==> config.mk <==
export PLATFORM = sky130hd
export DESIGN_NAME = d_sram_like_slave
export DESIGN_NICKNAME = d
export VERILOG_FILES = /design/src/rtl/d_sram_like_slave.sv
export SDC_FILE = /design/constraint.sdc
export NUM_CORES = 1
export LEC_CHECK = 0
export ABC_AREA = 1
export BUFFER_PORTS_ARGS = -buffer_cell sky130_fd_sc_hd__buf_2
export CORE_AREA = 2 2 93 95
export DETAILED_ROUTE_END_ITERATION = 12
export DIE_AREA = 0 0 95 97
export GPL_TIMING_DRIVEN = 1
export PLACE_DENSITY = 0.9
export SLEW_MARGIN = 20
export SYNTH_ARGS = -nofsm -noshare
export SYNTH_HDL_FRONTEND = slang
export SYNTH_SLANG_ARGS = --single-unit
export TNS_END_PERCENT = 1
==> constraint.sdc <==
create_clock -name clk -period 3.3 [get_ports clk]
set_input_delay 0.33 -clock clk [delete_from_list [all_inputs] [get_ports clk]]
set_output_delay 0.33 -clock clk [all_outputs]
set_load 0.01 [all_outputs]
==> src/rtl/d_sram_like_slave.sv <==
// rtl/d_sram_like_slave.sv - data-side sram-like bus responder driving a 1-cycle-latency block RAM
//
// Ports:
//   clk, rst                 clock, asynchronous active-high reset
//   req, wr, size, addr      request from the initiator (size: 0 byte, 1 half, 2/3 word)
//   wdata                    write data, lanes already replicated
//   rdata                    read data, valid whenever data_ok is high for a read
//   addr_ok                  request accepted this cycle (IDLE and not in reset)
//   data_ok                  one-cycle completion pulse
//   ram_en, ram_wen          RAM enable and byte write enables (active only in ACCESS)
//   ram_addr, ram_wdata      latched word address and write data
//   ram_rdata                RAM read data, valid the cycle after a read access
module d_sram_like_slave #(
    parameter int RAM_AW = 14,
    parameter int DELAY  = 2
) (
    input  logic              clk,
    input  logic              rst,
    input  logic              req,
    input  logic              wr,
    input  logic [1:0]        size,
    input  logic [31:0]       addr,
    input  logic [31:0]       wdata,
    output logic [31:0]       rdata,
    output logic              addr_ok,
    output logic              data_ok,
    output logic              ram_en,
    output logic [3:0]        ram_wen,
    output logic [RAM_AW-1:0] ram_addr,
    output logic [31:0]       ram_wdata,
    input  logic [31:0]       ram_rdata
);

    typedef enum logic [1:0] {IDLE, ACCESS, WAIT, RESP} state_t;

    localparam logic [3:0] DELAY_CNT = 4'(DELAY);

    state_t            state;
    logic [3:0]        cnt;
    logic              lat_wr;
    logic [RAM_AW-1:0] lat_addr;
    logic [31:0]       lat_wdata;
    logic [31:0]       rdata_q;
    // High during the single cycle in which the RAM presents read data.
    logic              cap;

    // Address bits above the RAM capacity are ignored, so addresses wrap.
    logic unused_addr_bits;
    assign unused_addr_bits = ^addr[31:RAM_AW+2];

    function automatic logic [3:0] byte_enables(input logic [1:0] sz, input logic [1:0] a);
        logic [3:0] be;
        case (sz)
            2'd0:    be = 4'b0001 << a;
            2'd1:    be = a[1] ? 4'b1100 : 4'b0011;
            default: be = 4'b1111;
        endcase
        return be;
    endfunction

    assign addr_ok   = (state == IDLE) & ~rst;
    assign ram_addr  = lat_addr;
    assign ram_wdata = lat_wdata;
    // In the capture cycle the RAM output is forwarded so that a DELAY of 0
    // still presents valid data alongside data_ok; rdata_q takes the same
    // value at the end of that cycle and holds it afterwards.
    assign rdata     = cap ? ram_rdata : rdata_q;

    always_ff @(posedge clk or posedge rst) begin
        if (rst) begin
            state     <= IDLE;
            cnt       <= 4'd0;
            lat_wr    <= 1'b0;
            lat_addr  <= '0;
            lat_wdata <= 32'd0;
            rdata_q   <= 32'd0;
            cap       <= 1'b0;
            data_ok   <= 1'b0;
            ram_en    <= 1'b0;
            ram_wen   <= 4'b0000;
        end else begin
            data_ok <= 1'b0;
            ram_en  <= 1'b0;
            ram_wen <= 4'b0000;
            cap     <= 1'b0;
            if (cap) begin
                rdata_q <= ram_rdata;
            end
            case (state)
                IDLE: begin
                    if (req) begin
                        lat_wr    <= wr;
                        lat_addr  <= addr[RAM_AW+1:2];
                        lat_wdata <= wdata;
                        ram_en    <= 1'b1;
                        ram_wen   <= wr ? byte_enables(size, addr[1:0]) : 4'b0000;
                        state     <= ACCESS;
                    end
                end
                ACCESS: begin
                    cap <= ~lat_wr;
                    if (DELAY == 0) begin
                        state   <= RESP;
                        data_ok <= 1'b1;
                    end else begin
                        state <= WAIT;
                        cnt   <= DELAY_CNT;
                    end
                end
                WAIT: begin
                    cnt <= cnt - 4'd1;
                    // Counter reaches zero at this edge: next cycle is RESP.
                    if (cnt == 4'd1) begin
                        state   <= RESP;
                        data_ok <= 1'b1;
                    end
                end
                RESP: begin
                    state <= IDLE;
                end
                default: begin
                    state <= IDLE;
                end
            endcase
        end
    end

endmodule

# [Yosys cells after proc, flatten, opt, wreduce, memory -nomap -nowiden]
# Index checks and enable logic that the tools add are counted.
[totals] ff_bits=92 input_bits=102 output_inout_bits=85 word_cells=42
[classes] add_sub_neg=1 n_eq_ne=7 n_shift=1 mux=15 bitwise=3 reduce_logical=5
[ops] operator="two-way mux 32 bit" count=1
[ops] operator="two-way mux 4 bit" count=4
[ops] operator="case mux 4 bit (2 select lines)" count=2
[ops] operator="case mux 2 bit (4 select lines)" count=1
[ops] operator="two-way mux 1 bit" count=5
[ops] operator="== test 2 x 1 -> 1 bit (second input constant)" count=2
[ops] operator="== test 2 bit (second input constant)" count=2
[ops] operator="== test 4 x 1 -> 1 bit (second input constant)" count=1
[ops] operator="zero test 2 bit" count=2
[ops] operator="two-way mux 2 bit" count=2
[ops] operator="!= test 2 bit (second input constant)" count=2
[ops] operator="AND reduction 2 bit" count=2
[ops] operator="<< shifter 1 x 2 -> 4 bit (first input constant)" count=1
[ops] operator="subtractor 4 x 1 -> 4 bit (second input constant)" count=1
[ops] operator="inverter 1 bit" count=2
[ops] operator="nonzero test 2 bit" count=1
[ops] operator="AND 1 bit" count=1

# [Depth between registers and ports, before layout]
# Gate-level depths: netlist of run 1.
[logic_depth] ltp_word=5 mapped_depth=8 mapped_depth_nobuf=7

# [Least setup slack after synthesis of run 1]
# No wires, ideal clock.
[synth_path] path_kind="reg2out" start="register cap" end="output rdata[10]" arrival_time_ns=0.932 required_ns=2.970 slack_ns=2.038 stages_incl_launch_ff=4 path_buffers=2 cell_sequence="dfrtp_1 buf_6 buf_6 mux2_2"
[synth_between] elab_chain_cells=1
[synth_rtl] item="start, declared" line="45" rtl="logic cap;"
[synth_rtl] item="start signal, assigned" line="101" rtl="cap <= ~lat_wr;"
[synth_rtl] item="two-way mux 32 bit"
[synth_rtl] item="end, declared" line="24" rtl="output logic [31:0] rdata,"
# Every way passes these cells.

# [Worst setup path in the final report of run 1]
[layout_path] start="register state[0]" end="register lat_addr[11], in the netlist ram_addr[11]"
[layout_between] elab_chain_cells=2
[layout_rtl] item="start, declared" line="38" rtl="state_t state;"
[layout_rtl] item="start signal, assigned" line="71" rtl="state <= IDLE;"
[layout_rtl] item="start signal, assigned" line="97" rtl="state <= ACCESS;"
[layout_rtl] item="start signal, assigned" line="103" rtl="state <= RESP;"
[layout_rtl] item="zero test 2 bit" line="89" rtl="case (state)"
[layout_rtl] item="AND reduction 2 bit (no line)"
[layout_rtl] item="end signal, assigned" line="93" rtl="lat_addr <= addr[RAM_AW+1:2];"
[layout_rtl] item="end, declared" line="41" rtl="logic [RAM_AW-1:0] lat_addr;"
# Every way passes these cells.
# A chain may end at the register's enable or synchronous reset.

==> qor.yml, run 1 <==
yosys:
  post_synth_most_frequent_cells: "sky130_fd_sc_hd__nand2_1 (156), sky130_fd_sc_hd__dfrtp_1 (92), sky130_fd_sc_hd__mux2_2 (28)"
  ys_ff_latch: 92
  postSynth.topFlopCell: "sky130_fd_sc_hd__dfrtp_1"
  syn-mean-instance-area_um2: 10.6
  synthDominantCellAreaShare_pct: 63.4
  postSynth.asyncResetShare_pct: 100
  post-synth-top-count-cell: "sky130_fd_sc_hd__nand2_1"
  synth-warning-count: 0
  synth.net_count: 448
  syn-instance-count: 341
  seq_area_frac_synth_pct: 63.4
  synth_area_leaders: "sky130_fd_sc_hd__dfrtp_1 (63%), sky130_fd_sc_hd__nand2_1 (16%), sky130_fd_sc_hd__mux2_2 (8.7%), sky130_fd_sc_hd__buf_6 (1.9%), sky130_fd_sc_hd__ha_1 (1.7%)"
  synth_enable_flop_cells: 0
  mappedNetlistArea_mm2: 0.00363
  synth_top_area_cell: "sky130_fd_sc_hd__dfrtp_1"
  yosysUniqueCellTypes: 21
sta:
  min_period_ns: 2.02
  unrepaired_setup_endpoints_after_global_routing: "false"
  fin_tns_setup_ns: 0
  setup_viol_count_final: 0
  final.period_utilization_pct: 61.2
  timing.slew.headroom_pct: 50.4
  max_freq_mhz: 495
  count_of_endpoints_failing_hold_in_the_final_timing_report: 0
  slew_violations: 0
  final.setup_skew_ns: 0.0109
  tightest_slew_ns: 0.744
grt:
  grt_pass1_vias: 2825
  pin_count_of_the_biggest_net_entering_global_routing: 51
  grt_first_pass_wirelength_um: 12900
  grt-ovfl-total: 0
  initial_antenna_violation_count: 0
  global_route.usage.total_pct: 17.8
critical_path:
  critical_path_class: "reg -> reg"
  critPathCaptureType: "register"
  largest_stage_delay_worst_path_ns: 0.44
  worstPathRequired_ns: 3.54
  worst-endpoint-arrival_ns: 2.26
  path_max_fanout: 50
  crit_buf_inv: 3
  critPathSlowestCell: "sky130_fd_sc_hd__buf_4"
  critical_path.startpoint_type: "register"
  path_cells: "inv_1 > ha_1 > nand2_2 > buf_4 > inv_2 > nand2_1 > nand2_1"
  cpLargestDelayFamily: "buffers and inverters"
  timing.critical_path.mode_cell: "sky130_fd_sc_hd__nand2_1"
hold_path:
  min_path_type: "in -> async"
cells_and_area:
  layout-drive-gt1-share_pct: 43.5
  fillCellCount: 682
  syn_to_final_growth_pct: 30.4
  antenna_cells_inserted: 0
  final_layout_net_count: 618
clock_network:
  cts.reportedPaths.clkPinSlew_ns: 0.09
  postCtsSetupBuffers: 0
  clock_sinks: 92
  htree_levels: 3
  tritoncts: "built"
  post_cts_resized: 0
  cts_buffers: 9
  clk_root_buffer_cell: "sky130_fd_sc_hd__clkbuf_8"
  insertion_delay_of_the_later_clocked_pin_in_the_worst_skew_pair_ns: 0.34
  cts_hold_buf: 0
  clock_path_buffers: 2
floorplanning:
  coreArea_mm2: 0.00813
  die-height_um: 97
  fp.dieArea_mm2: 0.00922
  rows: 33
  floorplan.initialDensity_pct: 44.6
  floorplan.die.width_um: 95
  design.portCount: 187
routing:
  postRouteAntennaNets: 0
  first_pass_drt_iterations: 5
  drtIter0Drc: 56
  route.detailed.wl_per_inst_um: 12.7
  vias_per_cell: 4.60
  routed-via-count: 2849
  remaining_drc_errors: 0
  routed_wl_um: 7890
outcome:
  outcome: "finished clean"
pwr:
  p_total_mw: 4.62
  static-leakage-power_nw: 2.68
  pwr_density_cell_mw_per_mm2: 975
  peakVddDrop_v: 0.000418
run:
  max-cap-violations: 0
place:
  io_buffers: 170
  dp.final_hpwl_um: 5930
  globalplace.congestion: 0.738
## worst register-to-register path, stage by stage (launching register included)
cell and delay, ns:
sky130_fd_sc_hd__dfrtp_1 0.39, sky130_fd_sc_hd__inv_1 0.08, sky130_fd_sc_hd__ha_1 0.22, sky130_fd_sc_hd__nand2_2 0.07
sky130_fd_sc_hd__buf_4 0.44, sky130_fd_sc_hd__inv_2 0.45, sky130_fd_sc_hd__nand2_1 0.19, sky130_fd_sc_hd__nand2_1 0.08
## per-layer routing
metal	GRT usage [%]	vias up	routed length [µm]
met1	20.4	1308	3250
met2	31.3	137	3920
met3	4.75	8	637
met5	0	-	0
li1	-	1396	-
met4	6.91	0	87
## layout by cell type, fill, tap and decap left out, types with 2 or more instances in the layout
cell type,instances
sky130_fd_sc_hd__clkinv_4,2
sky130_fd_sc_hd__clkbuf_8,10
sky130_fd_sc_hd__nand2_1,156
sky130_fd_sc_hd__nand3_1,5
sky130_fd_sc_hd__mux2_2,28
sky130_fd_sc_hd__buf_2,170
sky130_fd_sc_hd__dfrtp_1,92
sky130_fd_sc_hd__clkinvlp_4,2
sky130_fd_sc_hd__a21oi_1,6
sky130_fd_sc_hd__ha_1,5
sky130_fd_sc_hd__nor2_1,9
sky130_fd_sc_hd__inv_1,12
sky130_fd_sc_hd__buf_4,2
sky130_fd_sc_hd__o21ai_0,2
sky130_fd_sc_hd__mux2_4,4
## registers in the layout (all words and copies together) (netlist names)
signal and flops:
rdata_q 32, cap 1, ram_wdata 32, ram_en 1, cnt 4, state 2
ram_wen 4, lat_wr 1, data_ok 1, ram_addr 14
## final timing paths
| path | cells after the start | end | slack, ns | startpoint |
|---|---|---|---|---|
| max | 7 | ram_addr[11]$_DFFE_PP0P_ | 1.28 | state[0]$_DFFE_PP0P_ |
| min | 2 | state[1]$_DFFE_PP0P_ | 0.08 | rst |
| max reg2reg | 7 | ram_addr[11]$_DFFE_PP0P_ | 1.28 | state[0]$_DFFE_PP0P_ |
| min reg2reg | 1 | cap$_DFF_PP0_ | 0.43 | lat_wr$_DFFE_PP0P_ |
| max in group asynchronous | 3 | ram_wdata[21]$_DFFE_PP0P_ | 2.53 | rst |
| min in group clk | 3 | ram_addr[3]$_DFFE_PP0P_ | 0.17 | addr[5] |
## cells by family (layout without fill, tap and decap cells)
| logic type | Yosys count | after routing | synth area share (%) |
|---|---|---|---|
| flops | 92 | 92 | 63.4 |
| fa+ha+maj | 5 | 5 | 1.72 |
| mux | 32 | 32 | 10.3 |
| simple gates | 175 | 175 | 18.6 |
| compound gates | 9 | 9 | 1.28 |
| buf+inv | 28 | 202 | 4.62 |
## stage by stage
| stage | cells | util [%] | setup slack, ns | cell area (µm²) | hold slack, ns |
|---|---|---|---|---|---|
| final | 620 | 58.2 | 1.28 | 4730 | 0.0840 |
| after global routing | 620 | 58.2 | 1.11 | 4730 | 0.142 |
| after CTS | 620 | 58.2 | 1.28 | 4730 | 0.100 |
| after detailed placement | 605 | 55.7 | 1.29 | 4530 | 0.424 |
| after global placement | 605 | 55.7 | 1.38 | 4530 | 0.407 |
| after floorplan | 341 | - | 0.578 | 3630 | 0.400 |
## power by group
part | switching, mW | leakage (nW) | internal (mW)
registers | 0.225 | 1.13 | 1.65
clock network | 0.374 | 0.0946 | 0.369
logic | 1.11 | 1.45 | 0.889
## final cells by class
class | count | area (µm²) | share of cell area, %
well taps | 105 | 131 | 2.77
clock buffers | 10 | 138 | 2.91
repair buffers | 173 | 886 | 18.7
flip-flops and latches | 92 | 2300 | 48.6
multi-input cells | 221 | 1160 | 24.5
inverters | 14 | 53.8 | 1.14
clock inverters | 5 | 62.6 | 1.32
Note: power is estimated with default switching activity, not from simulation.
==> inputs of run 2 (changes only) <==
- ABC_AREA: 1 -> 0
- CORE_AREA: 2 2 93 95 -> 2 2 98 100
- DIE_AREA: 0 0 95 97 -> 0 0 100 102
- PLACE_DENSITY: 0.9 -> 0.86
- clock period: 3.3 -> 1.7 ns (I/O delays scaled with it)
==> run 2 against run 1 <==
Register-to-register slack worse by 1.2 ns. Non-clock buffer count is 2 higher. Flip-flop and latch count did not move. Sequential share of layout area decreased by 0.83 points. Critical endpoint is now rdata[2]. Largest power group unchanged.
==> qor.yml, run 2 <==
sta:
  max_freq_mhz: 616
  count_of_endpoints_failing_hold_in_the_final_timing_report: 0  # unchanged
  tightest_slew_ns: 0.463  # -0.281 ns
  unrepaired_setup_endpoints_after_global_routing: "false"
  setup_viol_count_final: 0  # unchanged
  timing.slew.headroom_pct: 69.2  # +19 points
  fin_tns_setup_ns: 0  # unchanged
  final.hold.worst_slack_ns: 0.0497  # -0.0344 ns
  final.period_utilization_pct: 95.5
  final.setup_skew_ns: 0.0103  # -0.000573 ns
  slew_violations: 0  # unchanged
  post-route-worst-setup-slack_ns: 0.0759  # -1.20 ns
  min_period_ns: 1.62
critical_path:
  largest_stage_delay_worst_path_ns: 0.38  # -0.06 ns
  critical_path.startpoint_type: "register"
  worstPathRequired_ns: 1.53  # -2.01 ns
  critPathSlowestCell: "sky130_fd_sc_hd__dfrtp_1"
  crit_buf_inv: 2  # -1
  critPathCaptureType: "output port"
  worst-endpoint-arrival_ns: 1.45  # -0.81 ns
  critical_path_class: "reg -> out"
  cpLargestDelayFamily: "flip-flops"
  path_cells: "buf_12 > mux2_2 > buf_2"
  path_max_fanout: 32  # -36%
yosys:
  synth_enable_flop_cells: 0  # unchanged
  syn-mean-instance-area_um2: 15.7  # +48%
  ys_ff_latch: 92  # unchanged
  yosys.area_share.xor_xnor_pct: 0  # unchanged
  synth_mux_area_share_pct: 25.7  # +15 points
  synthSimpleGateAreaFrac_pct: 2.39  # -16 points
  mappedNetlistArea_mm2: 0.00357  # -1.8%
  synth_top_area_cell: "sky130_fd_sc_hd__dfrtp_1"
  seq_area_frac_synth_pct: 64.5  # +1.1 points
  yosysUniqueCellTypes: 26  # +24%
  syn-instance-count: 227  # -33%
  synth_area_leaders: "sky130_fd_sc_hd__dfrtp_1 (65%), sky130_fd_sc_hd__mux2_2 (22%), sky130_fd_sc_hd__mux2_4 (2.9%), sky130_fd_sc_hd__ha_1 (1.8%), sky130_fd_sc_hd__inv_1 (1.1%)"
  synth.net_count: 334  # -25%
  postSynth.asyncResetShare_pct: 100  # unchanged
  largest_family_of_logic_cells_by_synthesized_area: "multiplexers"
  synthesized_area_fraction_occupied_by_ao_oa_aoi_and_oai_cells_pct: 2.49  # +1.2 points
  synth-warning-count: 0  # unchanged
  post-synth-top-count-cell: "sky130_fd_sc_hd__dfrtp_1"
  synthDominantCellAreaShare_pct: 64.5  # +1.1 points
  synthAdderAreaFrac_pct: 1.75  # +0.031 points
  postSynth.topFlopCell: "sky130_fd_sc_hd__dfrtp_1"
  post_synth_most_frequent_cells: "sky130_fd_sc_hd__dfrtp_1 (92), sky130_fd_sc_hd__mux2_2 (70), sky130_fd_sc_hd__inv_1 (10)"
clock_network:
  insertion_delay_of_the_later_clocked_pin_in_the_worst_skew_pair_ns: 0.35  # about the same
  clock_sinks: 92  # unchanged
  clk_root_buffer_cell: "sky130_fd_sc_hd__clkbuf_8"
  tritoncts: "built"
  cts.reportedPaths.clkPinSlew_ns: 0.09  # about the same
  htree_levels: 3  # unchanged
  cts_buffers: 9  # unchanged
  postCtsSetupBuffers: 0  # unchanged
  clock_path_buffers: 2  # unchanged
cells_and_area:
  area.sequential_mm2: 0.00230  # unchanged
  most-common-layout-cells: "sky130_fd_sc_hd__buf_2 (170), sky130_fd_sc_hd__dfrtp_1 (92), sky130_fd_sc_hd__mux2_2 (70)"
  layout.cell_area.non_filler_mm2: 0.00482  # +1.7%
  fillCellCount: 772  # +13%
  multi_input_gate_area_mm2: 0.00116  # -0.22%
  layout-drive-gt1-share_pct: 66.8  # +23 points
  antenna_cells_inserted: 0  # unchanged
  syn_to_final_growth_pct: 35.0
  layout.cells.most_common: "sky130_fd_sc_hd__buf_2"
  final_layout_net_count: 509  # -18%
grt:
  initial_antenna_violation_count: 0  # unchanged
  grt_pass1_vias: 2624  # -7.1%
  global_route.usage.total_pct: 15.0  # -2.8 points
  grt_first_pass_wirelength_um: 12000  # -6.9%
  pin_count_of_the_biggest_net_entering_global_routing: 93  # +82%
  grt-ovfl-total: 0  # unchanged
floorplanning:
  rows: 35  # +6.1%
  coreArea_mm2: 0.00911  # +12%
  floorplan.initialDensity_pct: 39.2  # -5.5 points
  die-height_um: 102  # +5.2%
  design.portCount: 187  # unchanged
  fp.dieArea_mm2: 0.0102  # +11%
  floorplan.die.width_um: 100  # +5.3%
pwr:
  pwr_density_cell_mw_per_mm2: 1940  # +99%
  static-leakage-power_nw: 2.40  # -11%
  peakVddDrop_v: 0.00101  # +140%
run:
  max-cap-violations: 0  # unchanged
place:
  dpl-instance-area_mm2: 0.00457  # +0.69%
  globalplace.congestion: 0.750  # +1.6%
  pre_cts_ws_ns: 0.0363  # -1.26 ns
  io_buffers: 170  # unchanged
  dp.final_hpwl_um: 5670  # -4.4%
outcome:
  outcome: "finished clean"
routing:
  vias_per_cell: 4.72  # +2.7%
  route.detailed.wl_per_inst_um: 14.5  # +14%
  remaining_drc_errors: 0  # unchanged
  first_pass_drt_iterations: 4  # -1
  routed_wl_um: 7510  # -4.8%
  postRouteAntennaNets: 0  # unchanged
  drtIter0Drc: 41  # -27%
  routed-via-count: 2444  # -14%
hold_path:
  min_path_type: "in -> reg"
run 2: cell types whose count changed in the layout (fill, tap and decap cells not counted), moves of 4 or more:
cell / previous run / this run
sky130_fd_sc_hd__o21ai_0: 2 / 6
sky130_fd_sc_hd__nand2_1: 156 / 1
sky130_fd_sc_hd__nor2_1: 9 / 4
sky130_fd_sc_hd__mux2_2: 28 / 70
sky130_fd_sc_hd__inv_1: 12 / 8
sky130_fd_sc_hd__nand3_1: 5 / 1
run 2: kinds of logic after synthesis:
logic type,Yosys count
simple gates,15
buf+inv,21
fa+ha+maj,5
flops,92
compound gates,15
mux,79
run 2: timing repair:
item | in CTS | in global routing
endpoints found under the hold margin | 92 | 0
resized for setup | 0 | 3
endpoints found under the setup margin | 0 | 1
hold buffers | 1 | 0
run 2: routing by layer:
layer  vias to the layer above  routed length [µm]  GRT usage (%)
met5                         -                   0              0
met4                         0                  93           4.32
met3                        12                 377           4.86
met2                        79                4140           28.1
met1                      1224                2900           16.4
li1                       1129                   -              -
run 2: report_power, final:
part	switching, mW	leakage, nW	internal (mW)
clock network	0.751	0.112	0.911
logic	1.91	1.18	2.11
registers	0.431	1.10	3.25
run 2: stage by stage:
| stage | std cells | total power [mW] | util (%) |
|---|---|---|---|
| 4_1_cts | 518 | 9.51 | 52.8 |
| 3_3_place_gp | 501 | 7.58 | 50.1 |
| 2_1_floorplan | 227 | 6.19 | - |
| 6_report | 518 | 9.36 | 52.9 |
| 5_1_grt | 518 | 9.98 | 52.9 |
| 3_5_place_dp | 501 | 7.82 | 50.1 |
run 2: final cells by class:
cell class | instances | share of cell area (%)
Clock inverter | 5 | 1.74
Tap cell | 111 | 2.88
Sequential cell | 92 | 47.8
Clock buffer | 11 | 3.14
Multi-Input combinational cell | 114 | 24.1
Timing Repair Buffer | 175 | 19.5
Inverter | 10 | 0.857
run 2: final timing paths:
kind | start | end | slack, ns | cells past startpoint
worst max register to register | cnt[1]$_DFFE_PP0P_ | state[1]$_DFFE_PP0P_ | 0.08 | 5
worst max-delay path | cap$_DFF_PP0_ | rdata[2] | 0.08 | 3
max in group asynchronous | rst | rdata_q[12]$_DFF_PP0_ | 0.82 | 4
min in group asynchronous | rst | ram_wdata[12]$_DFFE_PP0P_ | 0.52 | 4
worst min register to register | lat_wr$_DFFE_PP0P_ | cap$_DFF_PP0_ | 0.43 | 1
worst min-delay path | addr[15] | ram_addr[13]$_DFFE_PP0P_ | 0.05 | 2
==> inputs of run 3 (changes only) <==
- CORE_AREA: 2 2 98 100 -> 8 8 104 106
- DIE_AREA: 0 0 100 102 -> 0 0 112 114
==> run 3 against run 2 <==
Non-clock buffer count grew 4. Utilization is 0.15 points higher. Clock-buffer cell count down 1. Cell count up 0.77%. Critical endpoint is now state[1]$_DFFE_PP0P_. Largest power group unchanged.
==> qor.yml, run 3 (synthesis results as in run 2) <==
outcome:
  outcome: "finished clean"
routing:
  first_pass_drt_iterations: 4  # unchanged
  remaining_drc_errors: 0  # unchanged
  routed_wl_um: 8740  # +16%
  routed-via-count: 2440  # -0.16%
  vias_per_cell: 4.67  # -0.93%
  drtIter0Drc: 70  # +71%
  route.detailed.wl_per_inst_um: 16.7  # +15%
  postRouteAntennaNets: 0  # unchanged
pwr:
  clock_power_share_pct: 16.3  # -1.5 points
  pwr_density_cell_mw_per_mm2: 1930  # -0.44%
  p_switching_mw: 3.21  # +3.8%
  share_comb_of_total_power_pct: 44.2  # +1.3 points
  switching_share_pct: 34.4  # +1.3 points
  p_total_mw: 9.34  # -0.16%
  peakVddDrop_v: 0.000797  # -21%
  static-leakage-power_nw: 2.42  # +0.78%
  p_int_mw: 6.13  # -2.1%
  seqPwrFrac_pct: 39.4  # about the same
critical_path:
  critPathCaptureType: "register"
  path_max_fanout: 3  # -91%
  path_cells: "inv_1 > ha_1 > or3b_1 > a21oi_2 > mux2_2"
  worstPathRequired_ns: 1.93  # +0.40 ns
  worst-endpoint-arrival_ns: 1.89  # +0.44 ns
  critPathSlowestCell: "sky130_fd_sc_hd__dfrtp_1"
  critical_path_class: "reg -> reg"
  critical_path.startpoint_type: "register"
  largest_stage_delay_worst_path_ns: 0.40  # +0.02 ns
  cells_on_worst_reg2reg_path: 5  # unchanged
clock_network:
  clock_path_buffers: 2  # unchanged
  insertion_delay_of_the_later_clocked_pin_in_the_worst_skew_pair_ns: 0.36  # about the same
  cts_buffers: 9  # unchanged
  clk_root_buffer_cell: "sky130_fd_sc_hd__clkbuf_8"
  clock_sinks: 92  # unchanged
  cts.reportedPaths.clkPinSlew_ns: 0.10  # about the same
  tritoncts: "built"
  htree_levels: 3  # unchanged
floorplanning:
  coreArea_mm2: 0.00911  # unchanged
  fp.dieArea_mm2: 0.0128  # +25%
  rows: 35  # unchanged
  die-height_um: 114  # +12%
  floorplan.die.width_um: 112  # +12%
  design.portCount: 187  # unchanged
  floorplan.initialDensity_pct: 39.2  # unchanged
cells_and_area:
  layout-drive-gt1-share_pct: 67.2  # +0.32 points
  final_layout_net_count: 513  # +0.79%
  most-common-layout-cells: "sky130_fd_sc_hd__buf_2 (170), sky130_fd_sc_hd__dfrtp_1 (92), sky130_fd_sc_hd__mux2_2 (71)"
  antenna_cells_inserted: 0  # unchanged
  final_core_util_pct: 53.0  # +0.15 points
  fillCellCount: 793  # +2.7%
  layout.cells.most_common: "sky130_fd_sc_hd__buf_2"
  syn_to_final_growth_pct: 35.4
place:
  io_buffers: 170  # unchanged
  globalplace.congestion: 0.775  # +3.4%
  dp.final_hpwl_um: 6900  # +22%
  pre_cts_ws_ns: 0.0228  # -0.0135 ns
sta:
  post-route-worst-setup-slack_ns: 0.0421  # -0.0339 ns
  count_of_endpoints_failing_hold_in_the_final_timing_report: 0  # unchanged
  fin_tns_setup_ns: 0  # unchanged
  unrepaired_setup_endpoints_after_global_routing: "true"
  final.period_utilization_pct: 97.5  # +2.0 points
  max_freq_mhz: 603  # -2.0%
  slew_violations: 0  # unchanged
  final.setup_skew_ns: 0.0160  # +0.00571 ns
  timing.slew.headroom_pct: 60.9  # -8.3 points
  min_period_ns: 1.66  # +0.0339 ns
  setup_viol_count_final: 0  # unchanged
  tightest_slew_ns: 0.586  # +0.123 ns
grt:
  grt_first_pass_wirelength_um: 14000  # +17%
  grt_pass1_vias: 2832  # +7.9%
  global_route.usage.total_pct: 13.8  # -1.2 points
  initial_antenna_violation_count: 1  # +1
  pin_count_of_the_biggest_net_entering_global_routing: 33  # -65%
  grt-ovfl-total: 0  # unchanged
run:
  max-cap-violations: 0  # unchanged
hold_path:
  min_path_type: "in -> reg"
  min_path_cells: 2  # unchanged
-- run 3: per-stage QoR --
step | std cells | cell area, µm² | hold slack, ns
detailed placement | 504 | 4600 | 0.281
finish | 522 | 4830 | 0.0343
floorplan | 227 | 3570 | 0.297
global placement | 504 | 4600 | 0.277
global route | 522 | 4830 | 0.00979
CTS | 521 | 4820 | 0.0223
-- run 3: critical path: cells and delay by family, from the launching register on --
family / cells / cell delay (ns)
adders and majority gates: 1 / 0.16
DFF: 1 / 0.40
muxes: 1 / 0.34
and+or+nand+nor: 1 / 0.39
buffers and inverters: 1 / 0.08
AOI/OAI and AO/OA: 1 / 0.16
-- run 3: final timing paths --
check                                     endpoint  slack (ns)          startpoint
max                           state[1]$_DFFE_PP0P_        0.04  cnt[1]$_DFFE_PP0P_
max in group asynchronous     rdata_q[1]$_DFF_PP0_        0.67                 rst
min                        ram_addr[6]$_DFFE_PP0P_        0.03             addr[8]
max reg2reg                   state[1]$_DFFE_PP0P_        0.04  cnt[1]$_DFFE_PP0P_
min reg2reg                          cap$_DFF_PP0_        0.43  lat_wr$_DFFE_PP0P_
min in group asynchronous  ram_addr[6]$_DFFE_PP0P_        0.43                 rst
-- run 3: layout make-up --
cell class	count	area, µm²	area share [%]
well taps	111	139	2.87
inverters	10	41.3	0.855
clock buffers	10	138	2.85
repair buffers	179	983	20.4
flip-flops and latches	92	2300	47.7
clock inverters	6	68.8	1.42
multi-input cells	114	1160	24.0
-- run 3: metal layers --
| layer | vias up | routed length [µm] | global-route usage [%] |
|---|---|---|---|
| met5 | - | 12 | 0 |
| met4 | 2 | 131 | 4.41 |
| met3 | 14 | 658 | 5.71 |
| met2 | 93 | 4640 | 25.5 |
| met1 | 1198 | 3290 | 13.7 |
| li1 | 1133 | - | - |
-- run 3: what timing repair did --
item | in CTS | in global routing
pin swaps | 0 | 1
resized for setup | 1 | 2
hold buffers | 1 | 0
setup endpoints to repair | 1 | 7
cloned | 0 | 0
hold endpoints to repair | 21 | 0
setup buffers | 0 | 1
-- run 3: power by group through the flow --
stage | sequential [mW] | combinational (mW) | clock (mW)
6_report | 3.68 | 4.13 | 1.53
5_1_grt | 3.82 | 4.49 | 1.67
4_1_cts | 3.70 | 4.18 | 1.57
3_5_place_dp | 3.74 | 4.16 | 0
3_3_place_gp | 3.65 | 4.02 | 0
2_1_floorplan | 3.94 | 2.25 | 0
